**src/rtl/rv32i_types.sv**
```systemverilog
// Shared types for the memory-port arbiter.
// FSM state and the latched downstream request bundle.
package rv32i_types;

  typedef enum logic [1:0] {
    IDLE,
    BUSY_I,
    BUSY_D
  } arb_state_t;

  typedef struct packed {
    logic [31:0] addr;
    logic [3:0]  rmask;
    logic [3:0]  wmask;
    logic [31:0] wdata;
  } mem_req_t;

endpackage

```
**src/rtl/mem_port_arbiter.sv**
```systemverilog
// Shares one memory port between instruction fetch and data access.
// One request outstanding; stale fetch responses are dropped.
module mem_port_arbiter #(
  parameter int STARVE_LIMIT = 4
) (
  input  logic        clk,
  input  logic        rst,
  input  logic [31:0] imem_addr,
  input  logic [3:0]  imem_rmask,
  output logic [31:0] imem_rdata,
  output logic        imem_resp,
  input  logic [31:0] dmem_addr,
  input  logic [3:0]  dmem_rmask,
  input  logic [3:0]  dmem_wmask,
  input  logic [31:0] dmem_wdata,
  output logic [31:0] dmem_rdata,
  output logic        dmem_resp,
  input  logic        mispredict_br_en,
  output logic [31:0] mem_addr,
  output logic [3:0]  mem_rmask,
  output logic [3:0]  mem_wmask,
  output logic [31:0] mem_wdata,
  input  logic [31:0] mem_rdata,
  input  logic        mem_resp
);
  import rv32i_types::*;

  localparam logic [3:0] LIMIT = 4'(STARVE_LIMIT);

  arb_state_t state;
  mem_req_t   req;
  logic [3:0] starve;
  logic       stale;

  logic dreq;
  logic ireq;
  logic grant_i;
  logic grant_d;

  // A redirect cycle never grants a fetch: the pc is about to change.
  always_comb begin
    dreq    = (|dmem_rmask) | (|dmem_wmask);
    ireq    = (|imem_rmask) & ~mispredict_br_en;
    grant_i = ireq & (~dreq | (starve == LIMIT));
    grant_d = dreq & ~grant_i;
  end

  always_ff @(posedge clk) begin
    if (rst) begin
      state  <= IDLE;
      req    <= '0;
      starve <= '0;
      stale  <= 1'b0;
    end else begin
      unique case (state)
        IDLE: begin
          stale <= 1'b0;
          if (grant_i) begin
            state     <= BUSY_I;
            req.addr  <= imem_addr;
            req.rmask <= imem_rmask;
            req.wmask <= '0;
            req.wdata <= '0;
            starve    <= '0;
          end else if (grant_d) begin
            state     <= BUSY_D;
            req.addr  <= dmem_addr;
            req.rmask <= dmem_rmask;
            req.wmask <= dmem_wmask;
            req.wdata <= dmem_wdata;
            if (!ireq)
              starve <= '0;
            else if (starve != LIMIT)
              starve <= starve + 4'd1;
          end
        end
        BUSY_I, BUSY_D: begin
          if (mem_resp) begin
            state     <= IDLE;
            req.rmask <= '0;
            req.wmask <= '0;
            stale     <= 1'b0;
          end else if (state == BUSY_I && mispredict_br_en) begin
            stale <= 1'b1;
          end
        end
        default: state <= IDLE;
      endcase
    end
  end

  assign mem_addr  = req.addr;
  assign mem_rmask = req.rmask;
  assign mem_wmask = req.wmask;
  assign mem_wdata = req.wdata;

  assign imem_rdata = mem_rdata;
  assign dmem_rdata = mem_rdata;

  assign dmem_resp = (state == BUSY_D) & mem_resp;
  assign imem_resp = (state == BUSY_I) & mem_resp & ~stale
                   & ~mispredict_br_en & (imem_addr == req.addr);

  a_dmem_rw_excl: assert property (@(posedge clk) disable iff (rst)
    !((|dmem_rmask) && (|dmem_wmask)));

endmodule
```
**config.mk**
```make
export PLATFORM = sky130hd
export DESIGN_NAME = mem_port_arbiter
export DESIGN_NICKNAME = d
export VERILOG_FILES = /design/src/rtl/rv32i_types.sv /design/src/rtl/mem_port_arbiter.sv
export SDC_FILE = /design/constraint.sdc
export NUM_CORES = 1
export LEC_CHECK = 0
export CAP_MARGIN = 0
export CORE_AREA = 2 2 109 111
export DETAILED_ROUTE_END_ITERATION = 12
export DIE_AREA = 0 0 111 113
export HOLD_SLACK_MARGIN = 0.06
export PLACE_DENSITY = 0.87
export SYNTH_ARGS = -nofsm -noshare
export SYNTH_HDL_FRONTEND = slang
export SYNTH_SLANG_ARGS = --single-unit
```
**constraint.sdc**
```tcl
create_clock -name clk -period 5.42 [get_ports clk]
set_clock_uncertainty 0.05 [all_clocks]
set_input_delay 1.355 -clock clk [delete_from_list [all_inputs] [get_ports clk]]
set_output_delay 1.355 -clock clk [all_outputs]
set_load 0.005 [all_outputs]
```
==> results of run 1 <==
## through the flow
step | setup WS, ns | hold slack [ns]
3_3_place_gp | 0.622 | 0.401
2_1_floorplan | 1.96 | 0.405
5_1_grt | 0.554 | 0.448
4_1_cts | 0.629 | 0.423
3_5_place_dp | 0.637 | 0.403
6_report | 0.557 | 0.416
## path summary, 6_finish.rpt
check,startpoint,end,slack (ns),cells past startpoint
setup / recovery,imem_addr[5],imem_resp,0.56,6
hold / removal,mem_rmask[1],mem_rmask[1],0.42,1
setup reg to reg,state[0],starve[0],2.44,6
hold reg to reg,mem_rmask[1],mem_rmask[1],0.42,1
## synthesized netlist by cell type (all sizes together) (2+ instances only)
cell type  count  area share
a32oi          4      0.0077
a31oi          2      0.0027
o21ai         42       0.046
clkbuf        30       0.025
nor3          26       0.028
and2           3      0.0041
nand2          6      0.0049
nor2           9      0.0074
ha             5       0.014
o2111ai        2      0.0038
xnor2          3      0.0057
a311oi         7       0.013
nand3         44       0.050
mux2i          4      0.0087
nand4          4      0.0055
o2bb2ai        5      0.0096
buf           77        0.12
a21oi         71       0.078
inv           32       0.026
or3            2      0.0027
nor4          10       0.022
a2111oi       25       0.079
xor2          29       0.055
dfxtp         79        0.35
o211ai         5      0.0093
## area by class of cell
| cell class | count | area (µm²) | share of cell area |
|---|---|---|---|
| Clock inverter | 6 | 85.1 | 0.0135 |
| Inverter | 33 | 124 | 0.0196 |
| Clock buffer | 10 | 229 | 0.0362 |
| Timing Repair Buffer | 195 | 1920 | 0.304 |
| Tap cell | 143 | 179 | 0.0283 |
| Sequential cell | 79 | 1580 | 0.250 |
| Multi-Input combinational cell | 319 | 2200 | 0.348 |
## sequential cells by signal, indices dropped and copies added (netlist names)
register   cells
mem_wdata     32
state          2
mem_rmask      4
mem_addr      32
stale          1
mem_wmask      4
starve         4
## power by group
part           internal, µW  switching (µW)
sequential              636            40.3
combinational           238             197
clock                   402             245
## cell usage in the layout (no fill, tap or decap), drive strengths merged, types with 6 or more instances in the layout
cell / count
a2111oi: 25
a21oi: 71
a311oi: 7
buf: 11
clkbuf: 10
clkdlybuf4s50: 184
dfxtp: 79
inv: 32
nand2: 6
nand3: 44
nor2: 9
nor3: 26
nor4: 10
o21ai: 42
xor2: 29
## metal layers
layer / track usage / wire, µm / up-vias
met2: 0.417 / 7450 / 229
met1: 0.254 / 5650 / 2092
li1: - / - / 2072
met3: 0.0814 / 1290 / 30
met4: 0.0825 / 378 / 0
met5: 0 / 0 / -
## logic make-up after synthesis
logic type / count (synthesis)
AOI/OAI and AO/OA: 168
xor gates and xnor gates: 32
adders and majority gates: 5
buffers and inverters: 140
DFF: 79
muxes: 5
and+or+nand+nor: 109
## critical path: cells and delay by family
| family | cells | cell delay (ns) |
|---|---|---|
| XOR/XNOR | 1 | 0.17 |
| buffers and inverters | 2 | 0.99 |
| AND/OR/NAND/NOR | 3 | 0.94 |
==> impl_metrics.py, run 1 <==
metrics = {
    "timing": {
        "finalSetupViolCount": 0,
        "hold_violations": 0,
        "worst_slew_pin_slew_ns": 0.951,
        "finalCritPeriodShare": 0.897,
        "period_needed_ns": 4.86,
        "slew-limit-headroom": 0.366,
        "drv_slew": 0,
        "rsz0062_at_grt": "false",
        "setup_tns_ns": 0,
        "max_freq_mhz": 206,
    },
    "drt": {
        "via_per_inst": 5.63,
        "drc": 0,
        "wire_per_inst_um": 18.8,
        "drtIter0Drc": 259,
        "drt_wl_total_um": 14800,
        "vias": 4423,
        "ant_nets": 0,
        "first_pass_iters": 4,
    },
    "logic_synthesis": {
        "yosysUniqueCellTypes": 47,
        "synth-edff-count": 0,
        "synth_xor_area_frac": 0.0612,
        "synthSimpleGateAreaFrac": 0.135,
        "synth_compound_area_frac": 0.260,
        "ys_seq_area_frac": 0.346,
        "yosys_most_used_dff": "dfxtp_1",
        "syn_area_per_cell_um2": 8.51,
        "synth_top_family_by_area": "compound AO/OA/AOI/OAI gates",
        "netlist_area_um2": 4580,
        "ys_ff_latch": 79,
        "synthMuxAreaShare": 0.0112,
        "synth_nets": 687,
        "yosys_warnings": 0,
        "async_flop_share": 0,
        "netlist_instances": 538,
        "synth-adder-area-share": 0.0137,
    },
    "layout": {
        "drive_above_1_share": 0.0857,
        "area_growth_pct": 38.2,
        "nets": 786,
        "design_area_um2": 6320,
        "n_fill_cell": 1006,
        "stdcell_count": 785,
        "final_core_util": 0.561,
        "antenna_cells": 0,
    },
    "critical_path": {
        "worst_path_max_delay_cell": "nor4_1",
        "cp_max_fo": 2,
        "arrival_ns": 3.46,
        "end_kind": "output pin",
        "crit_required_ns": 4.01,
        "crit_chain": "clkdlybuf4s50_1, xor2_1, nor4_1, nand4_1, nor3_1, clkdlybuf4s50_1",
        "criticalPathCategory": "primary input to output pin",
        "slowest_delay_ns": 0.57,
        "critPathLaunchType": "primary input",
        "crit_path_frequent_cell": "clkdlybuf4s50_1",
    },
    "clocking": {
        "cts_tree": "yes",
        "clkSinkCount": 79,
        "cts_hold_buf": 0,
        "cts.reportedPaths.clkPinSlew_ns": 0.06,
        "clk_path_buf_depth": 2,
        "post-cts-setup-buffer-count": 0,
        "ctsResizeCount": 0,
        "root_buffer": "clkbuf_16",
        "cts.htree.levels": 3,
        "cts-buffers-inserted": 9,
        "clock_latency_ns": 0.33,
    },
    "place": {
        "place_hpwl_um": 10700,
        "io_buffers": 185,
        "place.gp.congestion": 0.963,
        "place_inst": 769,
        "dpl_cell_area_um2": 6010,
    },
    "floorplanning": {
        "initial_core_util": 0.406,
        "core.rowCount": 39,
        "die_w_um": 111,
        "coreArea_um2": 11300,
        "die_y_um": 113,
        "pin_count": 282,
        "dieArea_um2": 12500,
    },
    "power_and_ir_drop": {
        "leakage_uw": 0.00235,
        "power_uw": 1760,
        "peakVddDrop_mv": 0.164,
        "power.density_nw_per_um2": 278,
    },
    "global_route": {
        "grt_pass1_wl_um": 23400,
        "grt_pass1_vias": 4464,
        "grt_use_total": 0.232,
        "grt_max_degree": 49,
        "grt_overflow": 0,
        "antenna_found_initial": 0,
    },
    "hold_path": {
        "hold_path_class": "flop to flop",
    },
    "run_status": {
        "status": "completed",
    },
    "job": {
        "drv_cap": 0,
    },
}
Power figures use the tool's default switching activity.
==> run 2: changes to the inputs <==
SETUP_SLACK_MARGIN = 0.15   (was default)
SLEW_MARGIN = 20   (was default)
==> results of run 2 <==
Final layout, timing and power as in run 1 (identical DEF).
==> run 3: changes to the inputs <==
ABC_AREA = 0   (was default)
CORE_AREA = default   (was 2 2 109 111)
CORE_ASPECT_RATIO = 1.25   (was default)
CORE_MARGIN = 3   (was default)
CORE_UTILIZATION = 41   (was default)
DIE_AREA = default   (was 0 0 111 113)
PLACE_DENSITY = 0.88   (was 0.87)
==> run 3 against run 2 <==
  * Die area fell by 0.55%
  * Worst setup slack improved by 0.082 ns
  * Critical path depth did not move
  * Clock power barely moved
==> impl_metrics.py, run 3 (synthesis gave the netlist of run 1 again) <==
metrics = {
    "run_status": {
        "status": "completed",
    },
    "floorplanning": {
        "pin_count": 282,
        "dieArea_um2": 12500,
        "die_w_um": 101,
        "core.rowCount": 42,
        "initial_core_util": 0.427,
        "coreArea_um2": 10700,
        "die_y_um": 124,
    },
    "place": {
        "place.gp.congestion": 0.764,
        "io_buffers": 185,
        "place_hpwl_um": 11900,
        "place_inst": 753,
    },
    "clocking": {
        "cts.htree.levels": 3,
        "cts_tree": "yes",
        "ctsResizeCount": 0,
        "cts.reportedPaths.clkPinSlew_ns": 0.06,
        "clock_latency_ns": 0.32,
        "post-cts-setup-buffer-count": 0,
        "clkSinkCount": 79,
        "root_buffer": "clkbuf_16",
        "clk_path_buf_depth": 2,
        "cts-buffers-inserted": 9,
        "cts_hold_buf": 0,
    },
    "drt": {
        "drtIter0Drc": 311,
        "via_per_inst": 5.79,
        "drt_wl_total_um": 16100,
        "wire_per_inst_um": 21.0,
        "first_pass_iters": 5,
        "ant_nets": 0,
        "drc": 0,
        "vias": 4448,
    },
    "timing": {
        "finalSetupViolCount": 0,
        "finalCritPeriodShare": 0.882,
        "period_needed_ns": 4.78,
        "drv_slew": 0,
        "max_freq_mhz": 209,
        "hold_violations": 0,
        "worst_slew_pin_slew_ns": 1.07,
        "slew-limit-headroom": 0.282,
        "setup_tns_ns": 0,
        "rsz0062_at_grt": "false",
    },
    "critical_path": {
        "cp_max_fo": 2,
        "critPathLaunchType": "primary input",
        "arrival_ns": 3.38,
        "crit_required_ns": 4.01,
        "end_kind": "output pin",
        "criticalPathCategory": "primary input to output pin",
    },
    "global_route": {
        "grt_pass1_vias": 4409,
        "grt_pass1_wl_um": 23800,
        "grt_max_degree": 55,
        "antenna_found_initial": 0,
        "grt_use_total": 0.245,
        "grt_overflow": 0,
    },
    "layout": {
        "area_growth_pct": 37.3,
        "drive_above_1_share": 0.0802,
        "antenna_cells": 0,
        "layout_commonest_cell": "clkdlybuf4s50_1",
        "final_cell_mix": "clkdlybuf4s50_1, dfxtp_1, a21oi_1",
        "stdcell_count": 768,
        "nets": 781,
    },
    "hold_path": {
        "hold_path_class": "flop to flop",
    },
    "power_and_ir_drop": {
        "peakVddDrop_mv": 0.161,
        "power_uw": 1760,
        "power.density_nw_per_um2": 279,
        "leakage_uw": 0.00233,
    },
    "job": {
        "drv_cap": 0,
    },
}
[run 3: changes by cell type in the layout (fill, tap and decap cells not counted), sizes merged]
| cell | delta |
|---|---|
| clkbuf | +1 |
| clkinvlp | -2 |
| buf | -5 |
[run 3: final timing paths]
check                                   from      endpoint  slack [ns]  cells past startpoint
worst max register to register      state[0]   mem_addr[5]        1.93                      6
worst max-delay path            imem_addr[5]     imem_resp        0.64                      6
worst min-delay path            mem_wmask[1]  mem_wmask[1]        0.42                      2
worst min register to register  mem_wmask[1]  mem_wmask[1]        0.42                      2
[run 3: per-layer routing]
metal | up-vias | track usage | wire length (µm)
met5 | - | 0.00427 | 0
met1 | 2063 | 0.262 | 5690
met4 | 0 | 0.0800 | 329
met3 | 32 | 0.120 | 2150
li1 | 2060 | - | -
met2 | 293 | 0.421 | 7970
[run 3: per-stage QoR]
stage | worst slack (ns) | hold slack, ns | instance area (µm²) | util
final | 0.639 | 0.415 | 6280 | 0.586
after global routing | 0.579 | 0.436 | 6280 | 0.586
after CTS | 0.605 | 0.420 | 6280 | 0.586
after global placement | 0.669 | 0.400 | 5970 | 0.557
after floorplan | 1.96 | 0.405 | 4580 | -
after detailed placement | 0.613 | 0.405 | 5970 | 0.557
[run 3: critical path: stages]
cell             delay (ns)
clkdlybuf4s50_1        0.45
xor2_1                 0.16
nor4_1                 0.44
nand4_1                0.14
nor3_1                 0.26
clkdlybuf4s50_1        0.56
[run 3: layout make-up]
class | instances | area, µm²
repair buffers | 190 | 1880
clock buffers | 11 | 243
multi-input cells | 319 | 2210
inverters | 33 | 124
flip-flops and latches | 79 | 1580
well taps | 132 | 165
fillers | 929 | 4440
clock inverters | 4 | 70.1
[run 3: report_power, final]
part | leakage [µW] | internal, µW | switching (µW)
clock | 0.000155 | 412 | 234
combinational | 0.00152 | 235 | 198
sequential | 0.000655 | 636 | 41.1
